`config.mk`:
```
export PLATFORM = sky130hd
export DESIGN_NAME = mem_arbiter
export DESIGN_NICKNAME = d
export VERILOG_FILES = /design/src/rtl/mem_arbiter.sv
export SDC_FILE = /design/constraint.sdc
export NUM_CORES = 1
export LEC_CHECK = 0
export ABC_CLOCK_PERIOD_IN_PS = 1490
export BUFFER_PORTS_ARGS = -buffer_cell sky130_fd_sc_hd__buf_2
export CORE_MARGIN = 5
export CORE_UTILIZATION = 43
export CTS_CLUSTER_DIAMETER = 30
export DETAILED_ROUTE_END_ITERATION = 10
export PLACE_DENSITY_LB_ADDON = 0.25
export RECOVER_POWER = 25
export SETUP_SLACK_MARGIN = 0.15
export SLEW_MARGIN = 10
export SYNTH_ARGS = -nofsm -noshare
export SYNTH_HDL_FRONTEND = slang
export SYNTH_SLANG_ARGS = --single-unit
```
`constraint.sdc`:
```
create_clock -name clk -period 1.49 [get_ports clk]
set_input_delay 0 -clock clk [delete_from_list [all_inputs] [get_ports clk]]
set_output_delay 0 -clock clk [all_outputs]
set_load 0.02 [all_outputs]
```
`src/rtl/mem_arbiter.sv`:
```
// mem_arbiter: two-requester round-robin arbiter in front of a single-port memory
module mem_arbiter #(
  parameter int ADDR_W = 5,
  parameter int DATA_W = 8
) (
  input  logic              clk,
  input  logic              rst_,
  input  logic              req0,
  input  logic              req1,
  input  logic              we0,
  input  logic              we1,
  input  logic [ADDR_W-1:0] addr0,
  input  logic [ADDR_W-1:0] addr1,
  input  logic [DATA_W-1:0] wdata0,
  input  logic [DATA_W-1:0] wdata1,
  output logic              gnt0,
  output logic              gnt1,
  output logic              rvalid0,
  output logic              rvalid1,
  output logic [DATA_W-1:0] rdata,
  output logic              busy,
  output logic              read,
  output logic              write,
  output logic [ADDR_W-1:0] addr,
  output logic [DATA_W-1:0] data_in,
  input  logic [DATA_W-1:0] data_out
);
  typedef enum logic [1:0] {IDLE, ACCESS, RDATA} state_t;
  state_t state_q, state_d;
  logic last_gnt_q, last_gnt_d;
  logic gnt0_q, gnt0_d, gnt1_q, gnt1_d;
  logic rvalid0_q, rvalid0_d, rvalid1_q, rvalid1_d;
  logic busy_q, busy_d, read_q, read_d, write_q, write_d;
  logic [ADDR_W-1:0] addr_q, addr_d;
  logic [DATA_W-1:0] data_in_q, data_in_d, rdata_q, rdata_d;
  logic win, win_we;
  // next state: arbitrate and capture in IDLE, strobe in ACCESS, return read data from RDATA
  always_comb begin
    state_d    = state_q;
    last_gnt_d = last_gnt_q;
    gnt0_d     = 1'b0;
    gnt1_d     = 1'b0;
    rvalid0_d  = 1'b0;
    rvalid1_d  = 1'b0;
    read_d     = 1'b0;
    write_d    = 1'b0;
    addr_d     = addr_q;
    data_in_d  = data_in_q;
    rdata_d    = rdata_q;
    win        = req1 & ~(req0 & last_gnt_q);
    win_we     = win ? we1 : we0;
    unique case (state_q)
      IDLE: if (req0 | req1) begin
        state_d    = ACCESS;
        last_gnt_d = win;
        gnt0_d     = ~win;
        gnt1_d     = win;
        write_d    = win_we;
        read_d     = ~win_we;
        addr_d     = win ? addr1 : addr0;
        data_in_d  = win_we ? (win ? wdata1 : wdata0) : '0;
      end
      ACCESS: state_d = write_q ? IDLE : RDATA;
      RDATA: begin
        state_d   = IDLE;
        rdata_d   = data_out;
        rvalid0_d = ~last_gnt_q;
        rvalid1_d = last_gnt_q;
      end
      default: state_d = IDLE;
    endcase
    busy_d = state_d != IDLE;
  end
  // state and registered outputs, synchronous active-low reset
  always_ff @(posedge clk) begin
    if (!rst_) begin
      state_q    <= IDLE;
      last_gnt_q <= 1'b1;
      gnt0_q     <= 1'b0;
      gnt1_q     <= 1'b0;
      rvalid0_q  <= 1'b0;
      rvalid1_q  <= 1'b0;
      busy_q     <= 1'b0;
      read_q     <= 1'b0;
      write_q    <= 1'b0;
      addr_q     <= '0;
      data_in_q  <= '0;
      rdata_q    <= '0;
    end else begin
      state_q    <= state_d;
      last_gnt_q <= last_gnt_d;
      gnt0_q     <= gnt0_d;
      gnt1_q     <= gnt1_d;
      rvalid0_q  <= rvalid0_d;
      rvalid1_q  <= rvalid1_d;
      busy_q     <= busy_d;
      read_q     <= read_d;
      write_q    <= write_d;
      addr_q     <= addr_d;
      data_in_q  <= data_in_d;
      rdata_q    <= rdata_d;
    end
  end
  assign gnt0    = gnt0_q;
  assign gnt1    = gnt1_q;
  assign rvalid0 = rvalid0_q;
  assign rvalid1 = rvalid1_q;
  assign busy    = busy_q;
  assign read    = read_q;
  assign write   = write_q;
  assign addr    = addr_q;
  assign data_in = data_in_q;
  assign rdata   = rdata_q;
endmodule

```
==> results.cfg, run 1 <==
[run_status]
status = complete, no violations

[yosys]
synth_area_um2 = 1230
syn_inst = 127
synth.most_common_cell = dfxtp_1
yosysWarnings = 0
synth_cell_types = 25
syn_nets = 167
synth.area.top_cells = dfxtp_1 (50%), nand2_1 (7.9%), a22o_1 (5.7%)
async_flop_share_pct = 0
synth_top_cell_area_share_pct = 50.3
synth_common_cells = dfxtp_1 (31), nand2_1 (26), inv_1 (9)
yosysTopAreaCell = dfxtp_1
synth_edf_count = 0
synth_seq_cells = 31
postSynthAreaPerCell_um2 = 9.71
ys_seq_area_share_pct = 50.3
ys.flop_type = dfxtp_1

[timing]
slew_headroom_pct = 78.3
rsz0062_at_grt = false
setup-tns-final_ns = 0
final_hold_viol_count = 0
clock.fmax_mhz = 777
fin_crit_sh_pct = 86.3
slew_viol_final = 0
holdWs_ns = 0.0626
setup_viol = 0
fin_crit_ns = 1.29
worst_slack_ns = 0.203
tightest_slew_ns = 0.322
clock_skew_ns = 0.00702

[floorplan]
core_um2 = 2760
ios = 68
chipWidth_um = 63.6
die_area_um2 = 4040
fp.dieH_um = 63.6
initial_utilization_pct = 44.7
core.rowCount = 19

[cts]
cts_tree = done
ctsRootBufferMaster = clkbuf_4
worstSkewPairLatency_ns = 0.33
cts_setup_buffers = 0
cts_buffers = 5
clock_sinks = 31
htree_levels = 2
clk_pin_slew_ns = 0.09
clockBufferDepth = 2

[layout]
fillers = 232
syn_to_final_growth_pct = 49.6
drive_gt1_share_pct = 31.9
fin_cells = 247
num_antenna_cells = 0
stdcell_area_um2 = 1850
finalNetCount = 255

[worst_setup_path]
r2r_end = addr[1]$_SDFFE_PN0P_
criticalPathCategory = flop to flop
path_max_fanout = 4
critical_path_depth = 3
worstPathCellList = o21bai_1 -> or3b_2 -> o2bb2ai_1
worstReg2RegStart = state_q[0]$_SDFF_PN0_
reg2reg_depth = 3
end_kind = flop
r2r_setup_slack_ns = 0.20
cp.arrival_ns = 1.55
crit_buf_inv = 0
worst_path_max_delay_cell = or3b_2
cp_top_family = simple AND/OR/NAND/NOR gates
startpoint = state_q[0]$_SDFF_PN0_
start_kind = flop
required_ns = 1.75
setup.worst_path.end = addr[1]$_SDFFE_PN0P_
slowest_delay_ns = 0.53

[pwr]
internal-power_mw = 1.45
pwr-share-comb_pct = 18.9
power.leakage_nw = 0.863
switching_share_pct = 26.3
netSwitchingPower_mw = 0.517
power.density_nw_per_um2 = 1070
irDropWorstVdd_mv = 0.850
p_clk_share_pct = 34.7
p_seq_share_pct = 46.4

[drt]
wl_um = 3490
routed_via_density = 4.96
vias = 1226
firstDrtPassIters = 4
drt-initial-drc-count = 42
drc = 0
antenna_left = 0
wire_per_inst_um = 14.1

[grt]
grt_pass1_vias = 1284
grt_start_max_net_pins = 15
grt_usage_pct = 17.8
grt_overflow = 0
antenna_found_initial = 0
grt_pass1_wl_um = 5630

[worst_hold_path]
min_path_type = input pin to flop

[placement]
place_congestion = 0.802
dpl-instance-area_um2 = 1560
dp_cells = 218
port_buffers = 67
dpl_worst_slack_ns = 0.0737
dp_hpwl_um = 2340

[flow_run]
drv_cap = 0
## routing by layer
metal	part of all wire, %	GRT usage (%)
met1	39	17.5
met2	49	30.7
met3	8.7	7.99
met4	2.8	9.61
met5	0	0
## layout by cell type, fill, tap and decap left out, drive strengths merged
cell / netlist / routed
a22o: 8 / 8
o21a: 1 / 1
inv: 10 / 10
dfxtp: 31 / 31
mux2i: 6 / 6
o32ai: 8 / 8
a2bb2oi: 1 / 1
nor4bb: 1 / 1
clkbuf: 4 / 20
or2: 1 / 1
dlygate4sd3: 0 / 20
bufinv: 0 / 1
a21boi: 9 / 9
nor2: 4 / 4
buf: 5 / 55
or3b: 1 / 2
clkinv: 0 / 1
and2b: 1 / 1
o21bai: 1 / 1
nand2: 26 / 26
nand2b: 1 / 1
o2bb2ai: 5 / 5
and2: 3 / 3
## cells by family after synthesis
family	Yosys count	synth area share (%)
compound gates	33	22.6
buf+inv	19	8.42
flops	31	50.3
mux	6	4.87
simple gates	38	13.8
## area by class of cell
type | instances | area [um2] | share of cell area (%)
clock buffer | 6 | 51.3 | 2.78
clock inverter | 2 | 35.0 | 1.90
inverter | 10 | 45.0 | 2.44
multi-input combinational | 78 | 522 | 28.3
sequential | 31 | 621 | 33.6
tap | 31 | 38.8 | 2.10
timing repair buffer | 89 | 533 | 28.9
## tightest hold or removal path: cells and delay by family
| family | cells | cell delay (ns) |
|---|---|---|
| buffers and inverters | 1 | 0.16 |
| multiplexers | 1 | 0.11 |
| AND/OR/NAND/NOR | 1 | 0.09 |
## metrics by stage
step	util [%]	power, mW
2_1_floorplan	-	1.14
3_3_place_gp	56.6	1.25
3_5_place_dp	56.6	1.26
4_1_cts	67.1	1.98
5_1_grt	66.9	2.07
6_report	66.9	1.97
## registers in the layout (all words and copies together), names as in the netlist
| register | count |
|---|---|
| addr | 5 |
| busy | 1 |
| data_in | 8 |
| gnt0 | 1 |
| gnt1 | 1 |
| last_gnt_q | 1 |
| rdata | 8 |
| read | 1 |
| rvalid0 | 1 |
| rvalid1 | 1 |
| state_q | 2 |
| write | 1 |
## worst min path at each step
| stage | startpoint | to | slack [ns] | cells past startpoint |
|---|---|---|---|---|
| floorplan | data_out[0] | rdata[0]$_SDFFE_PN0N_ | 0.14 | 2 |
| global placement | data_out[7] | rdata[7]$_SDFFE_PN0N_ | 0.25 | 3 |
| detailed placement | data_out[7] | rdata[7]$_SDFFE_PN0N_ | 0.26 | 3 |
| CTS | wdata0[5] | data_in[5]$_SDFFE_PN0P_ | 0.05 | 4 |
| global route | wdata0[2] | data_in[2]$_SDFFE_PN0P_ | 0.07 | 4 |
| finish | we0 | write$_SDFF_PN0_ | 0.06 | 3 |
## power by group through the flow
stage | combinational [mW] | sequential [mW] | clock, mW
detailed placement | 0.326 | 0.930 | 0
global placement | 0.319 | 0.929 | 0
CTS | 0.371 | 0.912 | 0.700
finish | 0.373 | 0.913 | 0.683
floorplan | 0.156 | 0.987 | 0
global route | 0.406 | 0.922 | 0.745
## what timing repair did
item | CTS | global route
gates resized for setup | 1 | 2
gates cloned | 0 | 1
hold buffers | 20 | 0
pin swaps | 0 | 1
hold endpoints to repair | 15 | 0
setup endpoints to repair | 12 | 11
Note: power is estimated with default switching activity, not from simulation.
==> run 2: changes to the inputs <==
--- a/config.mk
+++ b/config.mk
@@ -11,6 +11,8 @@
 export CORE_UTILIZATION = 43
 export CTS_CLUSTER_DIAMETER = 30
 export DETAILED_ROUTE_END_ITERATION = 10
+export HOLD_SLACK_MARGIN = 0.12
+export MAX_ROUTING_LAYER = met4
 export PLACE_DENSITY_LB_ADDON = 0.25
 export RECOVER_POWER = 25
 export SETUP_SLACK_MARGIN = 0.15
==> run 2 against run 1 <==
  * Clock-buffer cell count stayed put
  * Critical path depth increased by 1
  * Combinational power is 7.0% higher
  * Critical path type unchanged
  * Critical endpoint is now data_in[7]$_SDFFE_PN0P_
  * Highest routed layer unchanged
==> results.cfg, run 2 (synthesis results as in run 1) <==
[cts]
clk_pin_slew_ns = 0.10
cts_buffers = 5
ctsRootBufferMaster = clkbuf_4
worstSkewPairLatency_ns = 0.33
clock_sinks = 31
cts_tree = done
clockBufferDepth = 2
cts_setup_buffers = 0
htree_levels = 2

[placement]
port_buffers = 67
place_congestion = 0.814
dp_hpwl_um = 2340
dp_cells = 218
dpl_worst_slack_ns = 0.0737

[timing]
fin_crit_sh_pct = 84.7
final_hold_viol_count = 0
slew_viol_final = 0
rsz0062_at_grt = true
clock_skew_ns = 0.00913
tightest_slew_ns = 0.320
clock.fmax_mhz = 793
setup-tns-final_ns = 0
fin_crit_ns = 1.26
setup_viol = 0
worst_slack_ns = 0.228
slew_headroom_pct = 78.4

[drt]
antenna_left = 0
vias = 1295
wire_per_inst_um = 14.3
firstDrtPassIters = 4
routed_via_density = 4.96
drc = 0
wl_um = 3720
drt-initial-drc-count = 41

[pwr]
netSwitchingPower_mw = 0.524
irDropWorstVdd_mv = 0.862
total_power_mw = 2.00
power.leakage_nw = 0.921
switching_share_pct = 26.2
power.density_nw_per_um2 = 1010
p_seq_share_pct = 45.7
pwr-share-comb_pct = 20.0
internal-power_mw = 1.47
p_clk_share_pct = 34.4

[floorplan]
fp.dieH_um = 63.6
core_um2 = 2760
chipWidth_um = 63.6
core.rowCount = 19
die_area_um2 = 4040
initial_utilization_pct = 44.7
ios = 68

[worst_setup_path]
end_kind = flop
start_kind = flop
worstPathCellList = o21bai_1 -> or3b_4 -> inv_6 -> a22o_1
slowest_delay_ns = 0.46
criticalPathCategory = flop to flop
path_max_fanout = 12
worst_path_max_delay_cell = or3b_4
required_ns = 1.77
cp.arrival_ns = 1.54

[grt]
grt_pass1_wl_um = 6180
grt_overflow = 0
antenna_found_initial = 0
grt_usage_pct = 20.0
grt_pass1_vias = 1397
grt_start_max_net_pins = 15

[layout]
fin_cells = 261
final_common_cell = buf_2
fillers = 213
final_cell_mix = buf_2 (53), dlygate4sd3_1 (35), dfxtp_1 (31), nand2_1 (26), clkbuf_1 (14)
drive_gt1_share_pct = 29.6
finalNetCount = 269
syn_to_final_growth_pct = 60.9
num_antenna_cells = 0

[flow_run]
drv_cap = 0

[worst_hold_path]
min_path_type = input pin to flop

[run_status]
status = complete, no violations
-- run 2: cell count changes in the layout (fill, tap and decap cells not counted), sizes merged --
cell	previous run	this run
or3b	2	1
dlygate4sd3	20	35
-- run 2: power groups by stage --
stage          logic [mW]  registers [mW]  clock network [mW]
2_1_floorplan       0.156           0.987                   0
3_3_place_gp        0.319           0.929                   0
3_5_place_dp        0.326           0.930                   0
4_1_cts             0.400           0.912               0.700
5_1_grt             0.434           0.921               0.743
6_report            0.399           0.912               0.687
-- run 2: final timing paths --
kind | from | endpoint | slack [ns] | cells past startpoint
hold / removal | wdata1[4] | data_in[4]$_SDFFE_PN0P_ | 0.13 | 4
hold reg to reg | write$_SDFF_PN0_ | state_q[1]$_SDFF_PN0_ | 0.45 | 1
setup / recovery | state_q[0]$_SDFF_PN0_ | data_in[7]$_SDFFE_PN0P_ | 0.23 | 4
setup reg to reg | state_q[0]$_SDFF_PN0_ | data_in[7]$_SDFFE_PN0P_ | 0.23 | 4
-- run 2: critical path: cells and delay by family, from the launching register on --
kind / cells / cell delay [ns]
simple gates: 1 / 0.46
flops: 1 / 0.33
compound gates: 2 / 0.30
buf+inv: 1 / 0.13
-- run 2: timing repair --
| action | in CTS | in global routing |
|---|---|---|
| hold buffers | 35 | 0 |
| pin swaps | 0 | 1 |
| hold endpoints to repair | 26 | 0 |
| gates cloned | 0 | 0 |
| gates resized for setup | 1 | 1 |
| endpoints found under the setup margin | 12 | 11 |
-- run 2: metal layers --
metal  track usage [%]  routed length (um)  vias up
met4              9.35                 133        0
met1              18.3                1360      586
li1                  -                   -      640
met5                 -                   0        -
met3              7.82                 280       14
met2              35.9                1950       55
-- run 2: cell type report --
cell class / instances / area [um2] / share of cell area (%)
clock buffer: 6 / 51.3 / 2.59
clock inverter: 2 / 35.0 / 1.77
inverter: 10 / 42.5 / 2.14
multi-input combinational: 77 / 513 / 25.9
sequential: 31 / 621 / 31.3
tap: 31 / 38.8 / 1.95
timing repair buffer: 104 / 683 / 34.4
-- run 2: metrics by stage --
step	hold slack, ns	util (%)	instance area [um2]
global route	0.130	72.0	1980
finish	0.134	72.0	1980
floorplan	0.145	-	1230
global placement	0.253	56.6	1560
detailed placement	0.258	56.6	1560
CTS	0.123	72.5	2000
==> run 3: changes to the inputs <==
--- a/config.mk
+++ b/config.mk
@@ -5,10 +5,11 @@
 export SDC_FILE = /design/constraint.sdc
 export NUM_CORES = 1
 export LEC_CHECK = 0
-export ABC_CLOCK_PERIOD_IN_PS = 1490
+export ABC_AREA = 1
+export ABC_CLOCK_PERIOD_IN_PS = 1170
 export BUFFER_PORTS_ARGS = -buffer_cell sky130_fd_sc_hd__buf_2
 export CORE_MARGIN = 5
-export CORE_UTILIZATION = 43
+export CORE_UTILIZATION = 44
 export CTS_CLUSTER_DIAMETER = 30
 export DETAILED_ROUTE_END_ITERATION = 10
 export HOLD_SLACK_MARGIN = 0.12
==> constraint.sdc (replaced) <==
create_clock -name clk -period 1.17 [get_ports clk]
set_input_delay 0 -clock clk [delete_from_list [all_inputs] [get_ports clk]]
set_output_delay 0 -clock clk [all_outputs]
set_load 0.02 [all_outputs]
==> run 3 against run 2 <==
  * Sequential cell count unchanged
  * Worst setup slack worse by 0.19 ns
  * Combinational power up 110%
  * Critical path type unchanged
  * Power up 47%
  * Cell area up 23%
  * Clock skew up 0.013 ns
  * Synthesized area up 5.5%
==> results.cfg, run 3 <==
[layout]
final_cell_mix = buf_2 (55), nand2_1 (40), dlygate4sd3_1 (39), dfxtp_1 (28), nor2_1 (19)
syn_to_final_growth_pct = 87.5
num_antenna_cells = 0
fillers = 147
final_common_cell = buf_2
utilization_pct = 87.0
finalNetCount = 341
drive_gt1_share_pct = 40.7
fin_cells = 333

[floorplan]
initial_utilization_pct = 46.4
fp.dieH_um = 64.4
ios = 68
chipWidth_um = 64.4
core_um2 = 2810
die_area_um2 = 4140
core.rowCount = 19

[worst_setup_path]
start_kind = flop
required_ns = 1.46
worstReg2RegStart = last_gnt_q$_SDFFE_PN1P_
crit_buf_inv = 2
slowest_delay_ns = 0.39
cp.arrival_ns = 1.42
worstPathCellList = buf_4 -> a21oi_4 -> buf_4 -> nor2_2 -> a21oi_2
criticalPathCategory = flop to flop
path_max_fanout = 6
cp_top_family = flip-flops
worst_path_max_delay_cell = dfxtp_4
startpoint = last_gnt_q$_SDFFE_PN1P_
crit_top_cell = buf_4
end_kind = flop
r2r_setup_slack_ns = 0.04

[cts]
clockBufferDepth = 2
worstSkewPairLatency_ns = 0.36
cts_tree = done
clock_sinks = 31
htree_levels = 2
ctsRootBufferMaster = clkbuf_4
clk_pin_slew_ns = 0.12
cts_buffers = 5

[drt]
wl_um = 5920
antenna_left = 0
vias = 1810
drt-initial-drc-count = 192
routed_via_density = 5.44
drc = 0
wire_per_inst_um = 17.8
firstDrtPassIters = 4

[yosys]
yosysWarnings = 0
synth_common_cells = nand2_1 (46), dfxtp_1 (31), nand3_1 (20), nor2_1 (19), o21ai_0 (9)
synth_seq_cells = 31
syn_nets = 207
synth.area.top_cells = dfxtp_1 (48%), nand2_1 (13%), nand3_1 (7.7%)
syn_inst = 167
synth_top_cell_area_share_pct = 47.7
ys_seq_area_share_pct = 47.7
async_flop_share_pct = 0
postSynthAreaPerCell_um2 = 7.79
synth_cell_types = 20
synth_edf_count = 0
yosysTopAreaCell = dfxtp_1
synth.most_common_cell = nand2_1
ys.flop_type = dfxtp_1
synth_area_um2 = 1300

[worst_hold_path]
min_from = req0
min_path_type = input pin to flop

[timing]
setup_viol = 0
clock_skew_ns = 0.0226
slew_viol_final = 0
final_hold_viol_count = 0
setup-tns-final_ns = 0
worst_slack_ns = 0.0354
tightest_slew_ns = 0.297
clock.fmax_mhz = 881
fin_crit_sh_pct = 97.0
slew_headroom_pct = 80.3
fin_crit_ns = 1.13
rsz0062_at_grt = true
holdWs_ns = 0.183

[pwr]
irDropWorstVdd_mv = 1.07
power.density_nw_per_um2 = 1200
power.leakage_nw = 1.25

[grt]
grt_pass1_vias = 1780
antenna_found_initial = 0
grt_usage_pct = 27.7
grt_overflow = 0
grt_start_max_net_pins = 14
grt_pass1_wl_um = 8380

[flow_run]
drv_cap = 0

[placement]
dp_cells = 269
place_congestion = 0.842
dpl_worst_slack_ns = 0.0462
port_buffers = 67
dp_hpwl_um = 2670

[run_status]
status = complete, no violations
==> run 3: per-stage QoR <==
stage               total power [mW]  cell area [um2]
finish                          2.93             2440
global route                    3.05             2440
CTS                             2.80             2330
detailed placement              1.73             1710
global placement                1.73             1710
floorplan                       1.52             1300
==> run 3: where the power goes <==
| group | internal, mW | switching, mW | total [mW] |
|---|---|---|---|
| Clock | 0.505 | 0.409 | 0.914 |
| Sequential | 1.13 | 0.0514 | 1.18 |
| Combinational | 0.380 | 0.450 | 0.830 |
==> run 3: final timing paths <==
path                             end  cells past startpoint
min reg2reg  data_in[6]$_SDFFE_PN0P_                      2
min                 write$_SDFF_PN0_                      5
max reg2reg  last_gnt_q$_SDFFE_PN1P_                      5
max          last_gnt_q$_SDFFE_PN1P_                      5
==> run 3: cell type report <==
cell class	count	area, um2	share of cell area (%)
Sequential cell	31	632	25.9
Multi-Input combinational cell	123	697	28.6
Clock inverter	2	35.0	1.44
Tap cell	31	38.8	1.59
Clock buffer	6	51.3	2.10
Inverter	11	46.3	1.90
Timing Repair Buffer	129	940	38.5
==> run 3: logic make-up after synthesis <==
logic type	Yosys count	share of synthesized area, %
AOI/OAI and AO/OA	12	5.19
buffers and inverters	15	6.25
DFF	31	47.7
and+or+nand+nor	109	40.9
==> run 3: repair_timing <==
item                                    CTS  global route
hold buffers                             40             0
endpoints found under the hold margin    26             0
cloned                                    2             1
pin swaps                                10            10
resized for setup                        15            17
endpoints found under the setup margin   14            25
setup buffers                             6             7
==> run 3: worst min-delay path, cell delays in order <==
cell	delay, ns
buf_2	0.13
nand2_4	0.08
buf_4	0.15
nand3_4	0.08
a21oi_1	0.06
==> run 3: per-layer routing <==
layer	track usage [%]	wire length, um	part of all wire (%)	up-vias
met3	8.41	480	8.1	45
met5	-	0	0	-
met4	16.9	442	7.5	0
met2	46.6	2930	49	130
li1	-	-	-	818
met1	28.2	2070	35	817
